==> config.mk <==
export PLATFORM = sky130hd
export DESIGN_NAME = keynsham_mem_arbiter
export DESIGN_NICKNAME = d
export VERILOG_FILES = /design/src/rtl/keynsham_mem_arbiter.sv
export SDC_FILE = /design/constraint.sdc
export NUM_CORES = 1
export LEC_CHECK = 0
export BUFFER_PORTS_ARGS = -buffer_cell sky130_fd_sc_hd__buf_2
export CAP_MARGIN = 40
export CORE_ASPECT_RATIO = 1.4
export CORE_UTILIZATION = 49
export CTS_BUF_LIST = sky130_fd_sc_hd__clkbuf_8
export CTS_CLUSTER_SIZE = 12
export DETAILED_ROUTE_END_ITERATION = 8
export GPL_ROUTABILITY_DRIVEN = 0
export PLACE_DENSITY = 0.8
export REMOVE_ABC_BUFFERS = 1
export SLEW_MARGIN = 20
export SYNTH_ARGS = -nofsm -noshare
export SYNTH_HDL_FRONTEND = slang
export SYNTH_SLANG_ARGS = --single-unit
export TNS_END_PERCENT = 100
==> constraint.sdc <==
create_clock -name clk -period 2.05 [get_ports clk]
set_input_delay 0.3075 -clock clk [delete_from_list [all_inputs] [get_ports clk]]
set_output_delay 0.3075 -clock clk [all_outputs]
set_load 0.01 [all_outputs]
==> src/rtl/keynsham_mem_arbiter.sv <==
// Two-master (instruction/data) arbiter in front of a single shared memory
// slave. One access is in flight at a time; contention is resolved round-robin.
// Every output comes straight from a flop, so the master and slave sides never
// form a combinational path through this block.
module keynsham_mem_arbiter #(
    parameter int timeout_cycles = 255
) (
    input  logic        clk,
    input  logic        rst_n,
    // instruction master
    input  logic        i_access,
    input  logic [29:0] i_addr,
    output logic [31:0] i_data,
    output logic        i_ack,
    output logic        i_err,
    // data master
    input  logic        d_access,
    input  logic [29:0] d_addr,
    input  logic [3:0]  d_bytesel,
    input  logic [31:0] d_wr_val,
    input  logic        d_wr_en,
    output logic [31:0] d_data,
    output logic        d_ack,
    output logic        d_err,
    // shared slave
    output logic        m_access,
    output logic [29:0] m_addr,
    output logic [3:0]  m_bytesel,
    output logic [31:0] m_wr_val,
    output logic        m_wr_en,
    input  logic [31:0] m_data,
    input  logic        m_ack
);

    localparam logic [1:0] IDLE  = 2'd0;
    localparam logic [1:0] ISSUE = 2'd1;
    localparam logic [1:0] WAIT  = 2'd2;
    localparam logic [1:0] RESP  = 2'd3;

    localparam logic OWN_I = 1'b0;
    localparam logic OWN_D = 1'b1;

    // last WAIT count before the access is abandoned
    localparam logic [7:0] LAST_CNT = 8'(timeout_cycles - 1);

    logic [1:0] state;
    logic       owner;
    logic       last_grant;
    logic [7:0] cnt;
    logic       grant_d;

    // D wins only if I is idle or I was served last
    always_comb begin
        grant_d = d_access && (!i_access || last_grant == OWN_I);
    end

    // Transaction sequencer: grant, one-cycle issue, wait for ack/timeout, respond
    always_ff @(posedge clk or negedge rst_n) begin
        if (!rst_n) begin
            state      <= IDLE;
            owner      <= OWN_I;
            last_grant <= OWN_D;
            cnt        <= 8'd0;
            m_access   <= 1'b0;
            m_addr     <= 30'd0;
            m_bytesel  <= 4'd0;
            m_wr_val   <= 32'd0;
            m_wr_en    <= 1'b0;
            i_data     <= 32'd0;
            i_ack      <= 1'b0;
            i_err      <= 1'b0;
            d_data     <= 32'd0;
            d_ack      <= 1'b0;
            d_err      <= 1'b0;
        end else begin
            case (state)
                IDLE: begin
                    if (i_access || d_access) begin
                        owner      <= grant_d;
                        last_grant <= grant_d;
                        m_access   <= 1'b1;
                        state      <= ISSUE;
                        if (grant_d) begin
                            m_addr    <= d_addr;
                            m_bytesel <= d_bytesel;
                            m_wr_val  <= d_wr_val;
                            m_wr_en   <= d_wr_en;
                        end else begin
                            // instruction fetches are always full-word reads
                            m_addr    <= i_addr;
                            m_bytesel <= 4'b1111;
                            m_wr_val  <= 32'd0;
                            m_wr_en   <= 1'b0;
                        end
                    end
                end
                ISSUE: begin
                    m_access <= 1'b0;
                    cnt      <= 8'd0;
                    state    <= WAIT;
                end
                WAIT: begin
                    if (m_ack || cnt == LAST_CNT) begin
                        state <= RESP;
                        if (owner == OWN_D) begin
                            d_ack  <= 1'b1;
                            d_data <= m_ack ? m_data : 32'd0;
                            d_err  <= !m_ack;
                        end else begin
                            i_ack  <= 1'b1;
                            i_data <= m_ack ? m_data : 32'd0;
                            i_err  <= !m_ack;
                        end
                    end else begin
                        cnt <= cnt + 8'd1;
                    end
                end
                default: begin
                    // RESP: single-cycle completion, slave bus parked at zero
                    i_ack     <= 1'b0;
                    i_data    <= 32'd0;
                    i_err     <= 1'b0;
                    d_ack     <= 1'b0;
                    d_data    <= 32'd0;
                    d_err     <= 1'b0;
                    m_addr    <= 30'd0;
                    m_bytesel <= 4'd0;
                    m_wr_val  <= 32'd0;
                    m_wr_en   <= 1'b0;
                    state     <= IDLE;
                end
            endcase
        end
    end

endmodule

Word level (Yosys, flattened, before mapping)
Cells that the tools add are included.
- bits in registers: 148
- bits of input ports: 134
- output and inout bits: 136
- word-level logic and storage cells: 83
- add/subtract/negate cells: 1
- equal/unequal tests: 8
- mux-type cells: 38
- bitwise logic cells: 3
- reduce and logical (&&, ||, !) cells: 18
- operator list (kind ; number):
    $mux W32 ; 7
    $pmux W32 S2 ; 3
    $mux W30 ; 2
    $pmux W30 S2 ; 1
    $pmux W8 S2 ; 1
    $pmux W1 S2 ; 6
    $mux W1 ; 11
    $ne A2 B2 Y1 const B ; 5
    $reduce_and A2 Y1 ; 5
    $add A8 B1 Y8 const B ; 1
    $eq A8 B8 Y1 const B ; 1
    $mux W4 ; 2
    $mux W8 ; 1
    $pmux W4 S2 ; 1
    $pmux W2 S3 ; 1
    $reduce_and A3 Y1 ; 2
    $mux W2 ; 2
    $reduce_bool A2 Y1 ; 2
    $reduce_or A2 Y1 ; 2
    $logic_or A1 B1 Y1 ; 3
    $not A1 Y1 ; 3
    $eq A2 B1 Y1 const B ; 1
    $eq A2 B2 Y1 const B ; 1
    $logic_not A1 Y1 ; 2
    2 further kinds ; 2

Logic depth before layout (Yosys ltp)
- word-level depth: 6
- depth in mapped cells: 8

Worst setup path before layout
OpenSTA, ideal clock, no wires.
- path kind: register to register
- start: reg state[0]
- end: reg d_data[0]
- setup time: 0.122 ns
- arrival time: 1.660 ns
- data required time: 1.928 ns
- slack: 0.268 ns
- cell stages (with the launch flop): 8
- clock period less this slack: 1.782 ns
- cells stage by stage: dfrtp_1 inv_1 ha_1 buf_6 or3_1 buf_6 buf_6 a32o_1
- cells in the longest elaborated chain, start to end: 4
- ends and longest elaborated chain (what ; RTL line ; source):
    start: declaration ; 46 ; logic [1:0] state;
    start signal: assignment ; 60 ; state <= IDLE;
    start signal: assignment ; 82 ; state <= ISSUE;
    start signal: assignment ; 100 ; state <= WAIT;
    $eq A2 B1 Y1 or $logic_not A2 Y1 (tied branches) ; 76 ; case (state)
    $reduce_or A2 Y1 (no source line) ; - ;
    $not A1 Y1 (no source line) ; - ;
    $reduce_and A3 Y1 (no source line) ; - ;
    end signal: assignment ; 107 ; d_data <= m_ack ? m_data : 32'd0;
    end: declaration ; 22 ; output logic [31:0] d_data,
Parallel ways exist; a longest one is shown, timed or not.
A chain may end at the register's enable or synchronous reset.

Final worst setup path
- start: reg state[0]
- end: reg d_data[12]
Same word-level chain as after synthesis.

==> results.sh <==
export IMPL_final_antenna_net_count=0
export IMPL_yosys_warnings=0
export IMPL_first_pass_iters=4
export IMPL_worstPathMaxFanout=33
export IMPL_tns_ns=0
export IMPL_placedCellCount=876
export IMPL_fin_cells=910
export IMPL_worstPathArrival_ns=2.27
export IMPL_antenna_found_initial=1
export IMPL_setup_violations=0
export IMPL_drv_slew=0
export IMPL_fin_area_um2=8080
export IMPL_timing_rr_end="d_data[12]"
export IMPL_viasPerCell=5.669
export IMPL_synthTopCellsByArea="dfrtp_1 60%, a32o_1 10%, mux2i_1 5.6%"
export IMPL_io_buffers=269
export IMPL_synth_common_cells="147 x dfrtp_1, 64 x a32o_1, 51 x nand2_1"
export IMPL_synthesis_area_um2=6130
export IMPL_yosys_area_top_type="dfrtp_1"
export IMPL_synth_edff_count=0
export IMPL_start_kind="flip-flop"
export IMPL_h_tree_depth=4
export IMPL_drc=0
export IMPL_numCtsBuffers=17
export IMPL_layout_drive_gt1_share_pct=44.14
export IMPL_vias=5159
export IMPL_placed_area_um2=7650
export IMPL_synthFlopType="dfrtp_1"
export IMPL_drtIter0Drc=171
export IMPL_routed_wl_um=16180
export IMPL_seq_area_frac_synth_pct=60.44
export IMPL_fin_skew_ns=0.01696
export IMPL_status="finished, final reports clean"
export IMPL_cts_root_buf="clkbuf_8"
export IMPL_async_flop_share_pct=100.0
export IMPL_wl_per_cell_um=17.78
export IMPL_hp_class="input pin to flip-flop"
export IMPL_slew_headroom_pct=65.42
export IMPL_hold_viol=0
export IMPL_grt_usage_pct=25.25
export IMPL_num_nets_final=886
export IMPL_grt_pass1_wl_um=24980
export IMPL_grt_ovfl_total=0
export IMPL_fillers=982
export IMPL_crit_type="flip-flop to flip-flop"
export IMPL_rows=48
export IMPL_hold_path_startpoint="d_wr_val[8]"
export IMPL_core_um2=12250
export IMPL_end_kind="flip-flop"
export IMPL_power_mw=11.18
export IMPL_syn_avg_cell_area_um2=12.82
export IMPL_synth_seq_cells=148
export IMPL_clk_pin_slew_ns=0.09
export IMPL_synth_top_area_share_pct=60.01
export IMPL_cts_buffer_depth=2
export IMPL_rsz0062_at_grt="false"
export IMPL_drv_cap=0
export IMPL_area_delta_synth_final_pct=31.82
export IMPL_fmax_mhz=512.1
export IMPL_boundaryPins=270
export IMPL_dieHeight_um=134.3
export IMPL_synth_distinct_cells=46
export IMPL_cp_required_ns=2.37
export IMPL_worst_ir_drop_vdd_uv=716.0
export IMPL_syn_inst=478
export IMPL_cts_sinks=148
export IMPL_post_synth_top_count_cell="dfrtp_1"
export IMPL_p_per_area_nw_per_um2=1383
export IMPL_power_leakage_nw=4.321
export IMPL_reg2reg_slack_ns=0.1
export IMPL_grt_pass1_vias=5094
export IMPL_finalCriticalPeriod_ns=1.953
export IMPL_post_route_period_util_pct=95.26
export IMPL_clk_latency_ns=0.44
export IMPL_die_area_um2=12970
export IMPL_hpwl_um=12020
export IMPL_r2r_start="state[0]"
export IMPL_grt_max_degree=65
export IMPL_holdPathEnd="m_wr_val[8]"
export IMPL_dieWidth_um=96.53
export IMPL_tightest_slew_ns=0.5187
export IMPL_worstRegToRegCells=7
export IMPL_holdPathStages=2
export IMPL_tritoncts="done"
export IMPL_start_util_pct=50.03
flip-flops by register name, summed over array words and instances, names as in the netlist, 2 cells and up:
signal     flops
d_data        32
i_data        32
m_wr_val      32
m_addr        30
cnt            8
m_bytesel      4
state          2
critical path, stage by stage, from the launching register on:
cell and delay, ns:
dfrtp_1 0.42, inv_1 0.09, ha_1 0.28, nor2_1 0.18, nand2_1 0.10, o21bai_2 0.20, buf_4 0.25, a32o_1 0.30
through the flow:
stage                     util [%]  hold slack, ns  worst slack, ns
after floorplan                  -         0.01191          -0.5766
after global placement       62.44          0.2994           0.2229
after detailed placement     62.44          0.3052           0.1045
after CTS                    65.89         0.05197          0.07081
after global routing         65.95         0.05610        0.0003504
final                        65.95         0.07619          0.09721
what timing repair did:
item,CTS,global route
hold buffers,1,0
resized for setup,0,1
hold endpoints to repair,48,0
setup endpoints to repair,0,32
setup buffers,0,0
kinds of logic (layout without fill, tap and decap cells):
group | count (synthesis) | count (layout) | synth area share, %
AO/OA/AOI/OAI | 156 | 156 | 21.15
XOR/XNOR | 3 | 3 | 0.4287
adder cells (fa/ha/maj) | 6 | 6 | 1.225
buffers and inverters | 47 | 328 | 4.879
flip-flops | 148 | 148 | 60.44
multiplexers | 35 | 35 | 5.736
other | 0 | 1 | 0
AND/OR/NAND/NOR | 83 | 83 | 6.144
metal layers:
layer / up-vias / routed length [um] / GRT usage [%]
met5: - / 0 / 0
met3: 39 / 1594 / 8.560
met2: 288 / 8110 / 41.59
li1: 2350 / - / -
met1: 2482 / 5882 / 28.34
met4: 0 / 595 / 13.40
cell type report:
type                    instances  area (um^2)  share of cell area (%)
diodes                          1        2.502                 0.03097
clock buffers                  18        247.7                   3.066
clock inverters                14        165.2                   2.044
inverters                       8        30.03                  0.3716
multi-input cells             283         2145                   26.54
flip-flops and latches        148         3705                   45.85
well taps                     150        187.7                   2.323
repair buffers                288         1598                   19.77
worst max path at each step:
stage,start,to,slack [ns]
floorplan,last_grant,m_wr_en,-0.58
global placement,state[0],d_data[22],0.22
detailed placement,state[0],i_data[3],0.10
CTS,state[0],i_data[3],0.07
global route,state[0],d_data[13],0.0004
finish,state[0],d_data[12],0.1
report_power, final:
part	total, mW	internal [mW]	switching [mW]
registers	4.36	3.81	0.556
clock network	2.35	1.15	1.19
logic	4.47	1.81	2.66
total	11.2	6.77	4.41
cell usage in the layout (no fill, tap or decap), types with 3 or more instances in the layout:
master,count
buf_2,268
o21ai_0,4
a22o_1,34
a21oi_1,6
clkbuf_8,18
nor2_1,10
buf_4,10
nor2_2,3
o21ai_1,34
nand3_1,3
nand2_1,51
clkinvlp_4,4
inv_1,8
mux2i_1,34
buf_12,8
dfrtp_1,147
ha_1,6
inv_6,6
a32o_1,64
Power figures use the tool's default switching activity.
